$ cat src/rtl/pcoeff_top_accumulator.sv
// pcoeff_top_accumulator
//
// Consumer side of the full-permutation pipeline. Per-bot result words are
// summed into per-top totals, and one totals record is emitted per top.
//
// The block snoops the pipeline input handshake and keeps an in-order FIFO of
// startNewTop tags. This tells it which result opens a new top. One tag is
// popped for every accepted result.
//
// Ports
//   clock, rst          sole clock; synchronous active-high reset
//   tagValid            a bot entered the pipeline this cycle
//   tagStartNewTop      startNewTop flag of that bot
//   tagAlmostFull       registered; upstream must stop issuing bots
//   resultValid/Ready   result stream handshake (pipeline ovalid / iready)
//   resultData[63:0]    [63] ECC error, [60:48] pcoeff count, [47:0] sum
//   flush               single-cycle pulse: close the open top once drained
//   topValid/Ready      totals record handshake
//   topSum, topPcoeffCount, topBotCount, topEccError   totals record
//   errTagOverflow      sticky: a tag was dropped because the FIFO was full
//   errOrphanResult     sticky: a result opened a top without a start tag
module pcoeff_top_accumulator #(
  parameter int TAG_FIFO_DEPTH     = 1024,
  parameter int ALMOST_FULL_MARGIN = 16
) (
  input  logic        clock,
  input  logic        rst,
  input  logic        tagValid,
  input  logic        tagStartNewTop,
  output logic        tagAlmostFull,
  input  logic        resultValid,
  output logic        resultReady,
  input  logic [63:0] resultData,
  input  logic        flush,
  output logic        topValid,
  input  logic        topReady,
  output logic [63:0] topSum,
  output logic [31:0] topPcoeffCount,
  output logic [31:0] topBotCount,
  output logic        topEccError,
  output logic        errTagOverflow,
  output logic        errOrphanResult
);

  localparam int PTR_W = $clog2(TAG_FIFO_DEPTH);
  localparam int CNT_W = PTR_W + 1;
  localparam logic [CNT_W-1:0] FULL_LEVEL        = CNT_W'(TAG_FIFO_DEPTH);
  localparam logic [CNT_W-1:0] ALMOST_FULL_LEVEL = CNT_W'(TAG_FIFO_DEPTH - ALMOST_FULL_MARGIN);

  // Tag FIFO
  logic             tagMem [TAG_FIFO_DEPTH];
  logic [PTR_W-1:0] wrPtr;
  logic [PTR_W-1:0] rdPtr;
  logic [PTR_W-1:0] rdPtrNext;
  logic [CNT_W-1:0] tagCount;
  logic [CNT_W-1:0] tagCountNext;
  logic             headTag;
  logic             fifoNotEmpty;
  logic             fifoFull;
  logic             fifoLastEntry;
  logic             tagPush;
  logic             tagPop;
  logic             tagDrop;

  // Accumulation / output state
  logic        topOpen;
  logic        outFull;
  logic        flushPending;
  logic [63:0] accSum;
  logic [31:0] accPcoeff;
  logic [31:0] accBots;
  logic        accEcc;
  logic [63:0] holdSum;
  logic [31:0] holdPcoeff;
  logic [31:0] holdBots;
  logic        holdEcc;

  // Per-cycle control
  logic        closeTop;
  logic        accept;
  logic        flushExec;
  logic        topHandshake;
  logic        loadHold;
  logic [63:0] botSum;
  logic [31:0] botPcoeff;
  logic        botEcc;
  logic        unusedBits;

  assign botSum     = {16'd0, resultData[47:0]};
  assign botPcoeff  = {19'd0, resultData[60:48]};
  assign botEcc     = resultData[63];
  assign unusedBits = ^resultData[62:61];

  // ---------------------------------------------------------------------------
  // Tag FIFO: the head entry lives in a registered read port.
  // The FIFO is first-word-fall-through. Each cycle the port is loaded with the
  // entry that becomes the head after this cycle's pop.
  // A tag pushed into that same slot is bypassed into the port. As a result, a
  // push into an empty FIFO is visible at the head on the very next cycle.
  // ---------------------------------------------------------------------------
  assign fifoNotEmpty  = (tagCount != '0);
  assign fifoFull      = (tagCount == FULL_LEVEL);
  assign fifoLastEntry = (tagCount == CNT_W'(1));
  assign tagPop        = accept;
  // When the FIFO is full, a push is still taken if a pop frees a slot in the
  // same cycle.
  assign tagPush       = tagValid & (~fifoFull | tagPop);
  assign tagDrop       = tagValid & fifoFull & ~tagPop;
  assign rdPtrNext     = tagPop ? rdPtr + PTR_W'(1) : rdPtr;

  always_comb begin
    tagCountNext = tagCount;
    case ({tagPush, tagPop})
      2'b10:   tagCountNext = tagCount + CNT_W'(1);
      2'b01:   tagCountNext = tagCount - CNT_W'(1);
      default: tagCountNext = tagCount;
    endcase
  end

  always_ff @(posedge clock) begin
    if (tagPush) begin
      tagMem[wrPtr] <= tagStartNewTop;
    end
    if (tagPush && (wrPtr == rdPtrNext)) begin
      headTag <= tagStartNewTop;
    end else begin
      headTag <= tagMem[rdPtrNext];
    end
  end

  always_ff @(posedge clock) begin
    if (rst) begin
      wrPtr         <= '0;
      rdPtr         <= '0;
      tagCount      <= '0;
      tagAlmostFull <= 1'b0;
    end else begin
      if (tagPush) begin
        wrPtr <= wrPtr + PTR_W'(1);
      end
      rdPtr         <= rdPtrNext;
      tagCount      <= tagCountNext;
      tagAlmostFull <= (tagCountNext >= ALMOST_FULL_LEVEL);
    end
  end

  // ---------------------------------------------------------------------------
  // Handshake control. resultReady depends only on registered state and on rst.
  // A result is refused whenever accepting it would need the holding register
  // while that register is still occupied. Two cases need it:
  //   - the result closes the open top;
  //   - the result is the last one queued and a flush is waiting behind it.
  // ---------------------------------------------------------------------------
  assign closeTop     = headTag & topOpen;
  assign resultReady  = ~rst & fifoNotEmpty
                      & ~(outFull & closeTop)
                      & ~(outFull & flushPending & fifoLastEntry);
  assign accept       = resultValid & resultReady;
  assign flushExec    = flushPending & ~fifoNotEmpty & ~accept & ~outFull;
  assign topHandshake = outFull & topReady;
  assign loadHold     = (accept & closeTop) | (flushExec & topOpen);

  always_ff @(posedge clock) begin
    if (rst) begin
      topOpen         <= 1'b0;
      flushPending    <= 1'b0;
      outFull         <= 1'b0;
      accSum          <= '0;
      accPcoeff       <= '0;
      accBots         <= '0;
      accEcc          <= 1'b0;
      holdSum         <= '0;
      holdPcoeff      <= '0;
      holdBots        <= '0;
      holdEcc         <= 1'b0;
      errTagOverflow  <= 1'b0;
      errOrphanResult <= 1'b0;
    end else begin
      // The holding register may reload in the same cycle that the
      // downstream side takes the previous record.
      if (loadHold) begin
        outFull    <= 1'b1;
        holdSum    <= accSum;
        holdPcoeff <= accPcoeff;
        holdBots   <= accBots;
        holdEcc    <= accEcc;
      end else if (topHandshake) begin
        outFull <= 1'b0;
      end

      if (accept) begin
        topOpen <= 1'b1;
        if (closeTop || !topOpen) begin
          accSum    <= botSum;
          accPcoeff <= botPcoeff;
          accBots   <= 32'd1;
          accEcc    <= botEcc;
        end else begin
          accSum    <= accSum + botSum;
          accPcoeff <= accPcoeff + botPcoeff;
          accBots   <= accBots + 32'd1;
          accEcc    <= accEcc | botEcc;
        end
        if (!topOpen && !headTag) begin
          errOrphanResult <= 1'b1;
        end
      end else if (flushExec) begin
        topOpen <= 1'b0;
      end

      // A flush that arrives while another is pending merges into it.
      if (flushExec) begin
        flushPending <= 1'b0;
      end else if (flush) begin
        flushPending <= 1'b1;
      end

      if (tagDrop) begin
        errTagOverflow <= 1'b1;
      end
    end
  end

  assign topValid       = outFull;
  assign topSum         = holdSum;
  assign topPcoeffCount = holdPcoeff;
  assign topBotCount    = holdBots;
  assign topEccError    = holdEcc;

endmodule

$ cat config.mk
export PLATFORM = sky130hd
export DESIGN_NAME = pcoeff_top_accumulator
export DESIGN_NICKNAME = d
export VERILOG_FILES = /design/src/rtl/pcoeff_top_accumulator.sv
export SDC_FILE = /design/constraint.sdc
export NUM_CORES = 2
export LEC_CHECK = 0
export CORE_ASPECT_RATIO = 1.1
export CORE_UTILIZATION = 60
export CTS_BUF_LIST = sky130_fd_sc_hd__clkbuf_4 sky130_fd_sc_hd__clkbuf_8
export DETAILED_ROUTE_END_ITERATION = 8
export GPL_TIMING_DRIVEN = 0
export PLACE_DENSITY_LB_ADDON = 0.15
export SLEW_MARGIN = 25
export SYNTH_ARGS = -nofsm -noshare
export SYNTH_HDL_FRONTEND = slang
export SYNTH_SLANG_ARGS = --single-unit
$ cat constraint.sdc
create_clock -name clock -period 12 [get_ports clock]
set_clock_uncertainty 0.15 [all_clocks]
set_input_delay 1.2 -clock clock [delete_from_list [all_inputs] [get_ports clock]]
set_output_delay 1.2 -clock clock [all_outputs]
set_load 0.02 [all_outputs]
* After elaboration in Yosys (flattened, before gate mapping)
Memory sizes are Yosys's and may differ from the RTL's. A register that Yosys moved wholly into a read port is not among the register bits.
Index checks and enable logic that the tools add are counted.
** Word-level totals
- Register bits after elaboration :: 295
- Bits of input ports :: 71
- Bits in writable memories :: 1024
- Memories :: 1
- Output and inout bits :: 134
- Word-level logic and storage cells :: 78
** Operators by class
- Order comparisons :: 1
- $add $sub $neg :: 7
- Bitwise logic cells :: 27
- Reduce and logical (&&, ||, !) cells :: 9
- Mux-type cells :: 12
- Eq/ne operators :: 4
** Memories
- tagMem :: words 1024, bits a word 1, rd ports 1, clocked after memory_dff 1, wr ports 1, RTL line 51 : logic tagMem [TAG_FIFO_DEPTH];
** Operator list (number)
- $add 64x48->64 :: 1
- $mux 32 :: 2
- $mux 64 :: 1
- $add 32x1->32 const B :: 1
- $add 32x13->32 :: 1
- $pmux 11 s2 :: 1
- $add 10x1->10 const B :: 2
- $and 1x1->1 :: 17
- $add 11x1->11 const B :: 1
- $eq 11x1->1 const B :: 1
- $eq 11x11->1 const B :: 1
- $ge 11x10->1 const B :: 1
- $reduce_bool 11->1 :: 1
- $sub 11x1->11 const B :: 1
- $mux 10 :: 1
- $mux 1 :: 7
- $not 1->1 :: 7
- $reduce_bool 2->1 :: 2
- $or 1x1->1 :: 3
- $eq 2x1->1 const B :: 1
- $eq 2x2->1 const B :: 1
- $logic_not 1->1 :: 2
- $reduce_and 2->1 :: 1
- $reduce_or 2->1 :: 1
- other kinds (2) :: 2

* Depth between registers and ports, before layout
- Depth after elaboration :: 12
- Gate-level depth with buffers :: 25
- Gate-level depth less buffers :: 16

* Worst setup path after synthesis
Ideal clock, no wire load.
- Path kind :: reg2reg
- Start point :: register (tool-made name)
- End point :: register tagAlmostFull
- Data required time :: 11792 ps
- Clock period less this slack :: 4704 ps
- Library setup time :: 58 ps
- Path buffers :: 5
- Cell stages (with the launch flop) :: 22
- Setup slack :: 7296 ps
- Arrival time :: 4497 ps
- Cell sequence :: dfxtp_1 buf_4 buf_4 mux4_2 mux4_2 nand2_1 o211ai_1 a221o_1 a32oi_4 a31oi_4 nor2_8 clkbuf_1 clkbuf_1 ha_1 clkbuf_1 nand2_1 nor2_1 a21oi_1 nor3_1 a21oi_1 nor3_1 a31o_2
** RTL lines
- end signal: assignment :: RTL line 143 : tagAlmostFull <= (tagCountNext >= ALMOST_FULL_LEVEL);
- end: declaration :: RTL line 30 : output logic tagAlmostFull,

==> results.ini <==
[run_status]
status = completed

[sta]
worstMarginPinSlew_ns = 1.23
hold_viol_final = 0
drv_slew = 0
fin_tns_setup_ns = 0
relSlewSlack_pct = 18.1
fin_crit_ns = 9.15
period_share_pct = 76.2
setup_viol = 0
rsz0062_at_grt = false
fmax_ghz = 0.109

[detailed_routing]
wirelength_mm = 196
wire_per_inst_um = 27.9
drc = 0
avgViaCountPerCell = 6.49
drtPass1Iterations = 6
ant_nets = 0
num_vias = 45500
detail_route.iter0.violations = 7223

[synthesis]
synth_top_cell_area_share_pct = 50.2
yosysSeqAreaShare_pct = 60.1
ys.flop_type = edfxtp_1
synth_common_cells = 1401 x nor2_1, 1024 x edfxtp_1, 416 x nand2_1
syn_area_mm2 = 0.0613
ys_warn_count = 0
ys_ff_latch = 1329
async_reset_ff_share_pct = 0
netlist_top_cells_area = edfxtp_1 50%, dfxtp_1 10%, mux4_2 9.3%
yosysMostFrequentCell = nor2_1
syn_nets = 5206
synth_top_area_cell = edfxtp_1
synth_cell_types = 84
syn_inst = 5061
syn_area_per_cell_um2 = 12.1
synth_edf_count = 1024

[global_route]
antenna_found_initial = 12
grt_overflow = 0
grt_pass1_vias = 42800
grtUsageTotal_pct = 37.7
grt_pass1_wl_mm = 280
grt_start_max_net_pins = 158

[pwr]
cellLeakagePower_nw = 23.4
power_density_mw_per_mm2 = 156
ir_drop_v = 0.000121

[cells_and_area]
final_layout_size_suffix_gt1_share_pct = 15.3
ff_latch_area_mm2 = 0.0369
utilization_pct = 68.7
multiInputGateArea_mm2 = 0.0225
synthToLayoutAreaGrowth_pct = 13.1
nets = 5621
fill_cells = 7370

[clock_network]
clk_pin_slew_ns = 0.06
clock_latency_ns = 0.92
cts-htree-levels = 4
cts_buffers = 203
post_cts_buffers = 0
hold_buffers = 0
cts.sinks = 1329
cts_tree = built
post_cts_resized = 0
root_buffer = clkbuf_8
clock_path_buffers = 3

[critical_path]
startpoint_type = flop
r2r_setup_slack_ns = 3.84
r2r_end = tagAlmostFull
critPathKind = reg -> out
worstPathArrival_ns = 7.80
reg2reg_depth = 19
worst-path-max-fanout = 10
cp-end-kind = output port
required_ns = 10.65

[min_path]
min_to = errTagOverflow
hold_class = reg -> reg
hold_depth = 2
min_from = errTagOverflow

[floorplanning]
io_pins = 205
die-area_mm2 = 0.103
rows = 122
die_y_um = 337
initial_core_util_pct = 60.8
die_width_um = 307
core_mm2 = 0.101

[flow_run]
cap_violations = 0

[placed_design]
hpwlAfterDp_mm = 135
gp_congestion = 1.04
portBuffers = 201

-- how the worst max path moves through the flow --
stage | from | to | slack (ns) | cells past startpoint
after CTS | flop | resultReady | 3.29 | 15
after global routing | flop | resultReady | 3.01 | 14
after detailed placement | flop | resultReady | 4.23 | 15
after global placement | tagStartNewTop | tagMem[596] | -14.53 | 1
after floorplan | flop | tagAlmostFull | 7.30 | 21
final | flop | resultReady | 2.85 | 14
-- metrics by stage --
step                total power, W  instances  worst slack, ns  hold slack (ns)  cell area (um2)
floorplan                  0.00637       5061             7.30            0.292            61300
detailed placement         0.00706       6635             4.23            0.312            65300
finish                      0.0108       7007             2.85            0.325            69300
global route                0.0111       7007             3.01            0.357            69300
CTS                         0.0108       7001             3.29            0.331            69300
global placement           0.00717       6626           -14.53            0.302            65000
-- final cells by class --
cell class,instances,area share (%)
tap,1364,2.46
buffer,337,2.53
timing repair buffer,210,3.22
clock buffer,283,5.06
sequential,1329,53.2
multi-input combinational,3341,32.5
clock inverter,83,0.754
inverter,54,0.292
antenna,6,0.0217
-- state kept, by name (all words and copies together) (netlist names), named ones only --
| signal | flops |
|---|---|
| errOrphanResult | 1 |
| topValid | 1 |
| errTagOverflow | 1 |
| accPcoeff | 32 |
| tagCount | 11 |
| topEccError | 1 |
| wrPtr | 10 |
| accEcc | 1 |
| topSum | 64 |
| tagMem | 1024 |
| topOpen | 1 |
| accSum | 64 |
| accBots | 32 |
| topPcoeffCount | 32 |
| rdPtr | 10 |
| topBotCount | 32 |
| flushPending | 1 |
| tagAlmostFull | 1 |
-- cells by family after synthesis --
family | count (synthesis) | share of synthesized area [%]
flip-flops | 1329 | 60.1
buffers and inverters | 391 | 3.14
multiplexers | 516 | 13.7
AND/OR/NAND/NOR | 2140 | 14.4
adder cells (fa/ha/maj) | 74 | 1.53
XOR/XNOR | 93 | 1.33
AO/OA/AOI/OAI | 518 | 5.80
-- cells in the final DEF, fill, tap and decap left out, drive strengths merged, types with 9 or more instances in the layout --
cell and n:
mux4 253, dfxtp 305, a21o 45, nand2 416, a31oi 16, nand3 54, o22ai 17, a21oi 136
edfxtp 1024, o21a 10, buf 230, nor2b 26, ha 72, a22oi 9, o211ai 21, mux2i 232
clkbuf 400, xnor2 69, a211oi 88, mux2 31, nand4 29, nor3 42, and2 14, nor4 19
o21bai 13, nor2 1402, o31ai 21, or4 16, or2 11, a311oi 10, or3 21, and3 36
inv 55, xor2 24, clkinv 71, nand2b 20, o21ai 53, clkdlybuf4s50 200
-- metal layers --
| layer | track usage [%] | share of wire (%) |
|---|---|---|
| met2 | 57.8 | 45 |
| met1 | 49.6 | 37 |
| met3 | 10.7 | 13 |
| met4 | 18.3 | 5.3 |
| met5 | 0.326 | 0.085 |
-- where the power goes --
part	internal, W	switching (W)	total (W)	leakage [nW]
Combinational	0.000732	0.00125	0.00198	9.59
Clock	0.00201	0.00179	0.00380	2.12
Sequential	0.00500	0.0000473	0.00504	11.7
Total	0.00773	0.00308	0.0108	23.4
-- worst max-delay path: stages, from the launching register on --
cell             delay [ns]
dfxtp_1                0.60
buf_2                  0.47
buf_2                  0.54
buf_2                  0.51
clkbuf_1               0.89
a211oi_1               0.16
nor4_1                 0.78
a2111oi_0              0.23
nor4_2                 0.68
nand2_1                0.26
a31oi_4                0.41
buf_2                  0.34
buf_2                  0.33
nor2b_1                0.12
clkdlybuf4s50_1        0.55
Note: power is estimated with default switching activity, not from simulation.
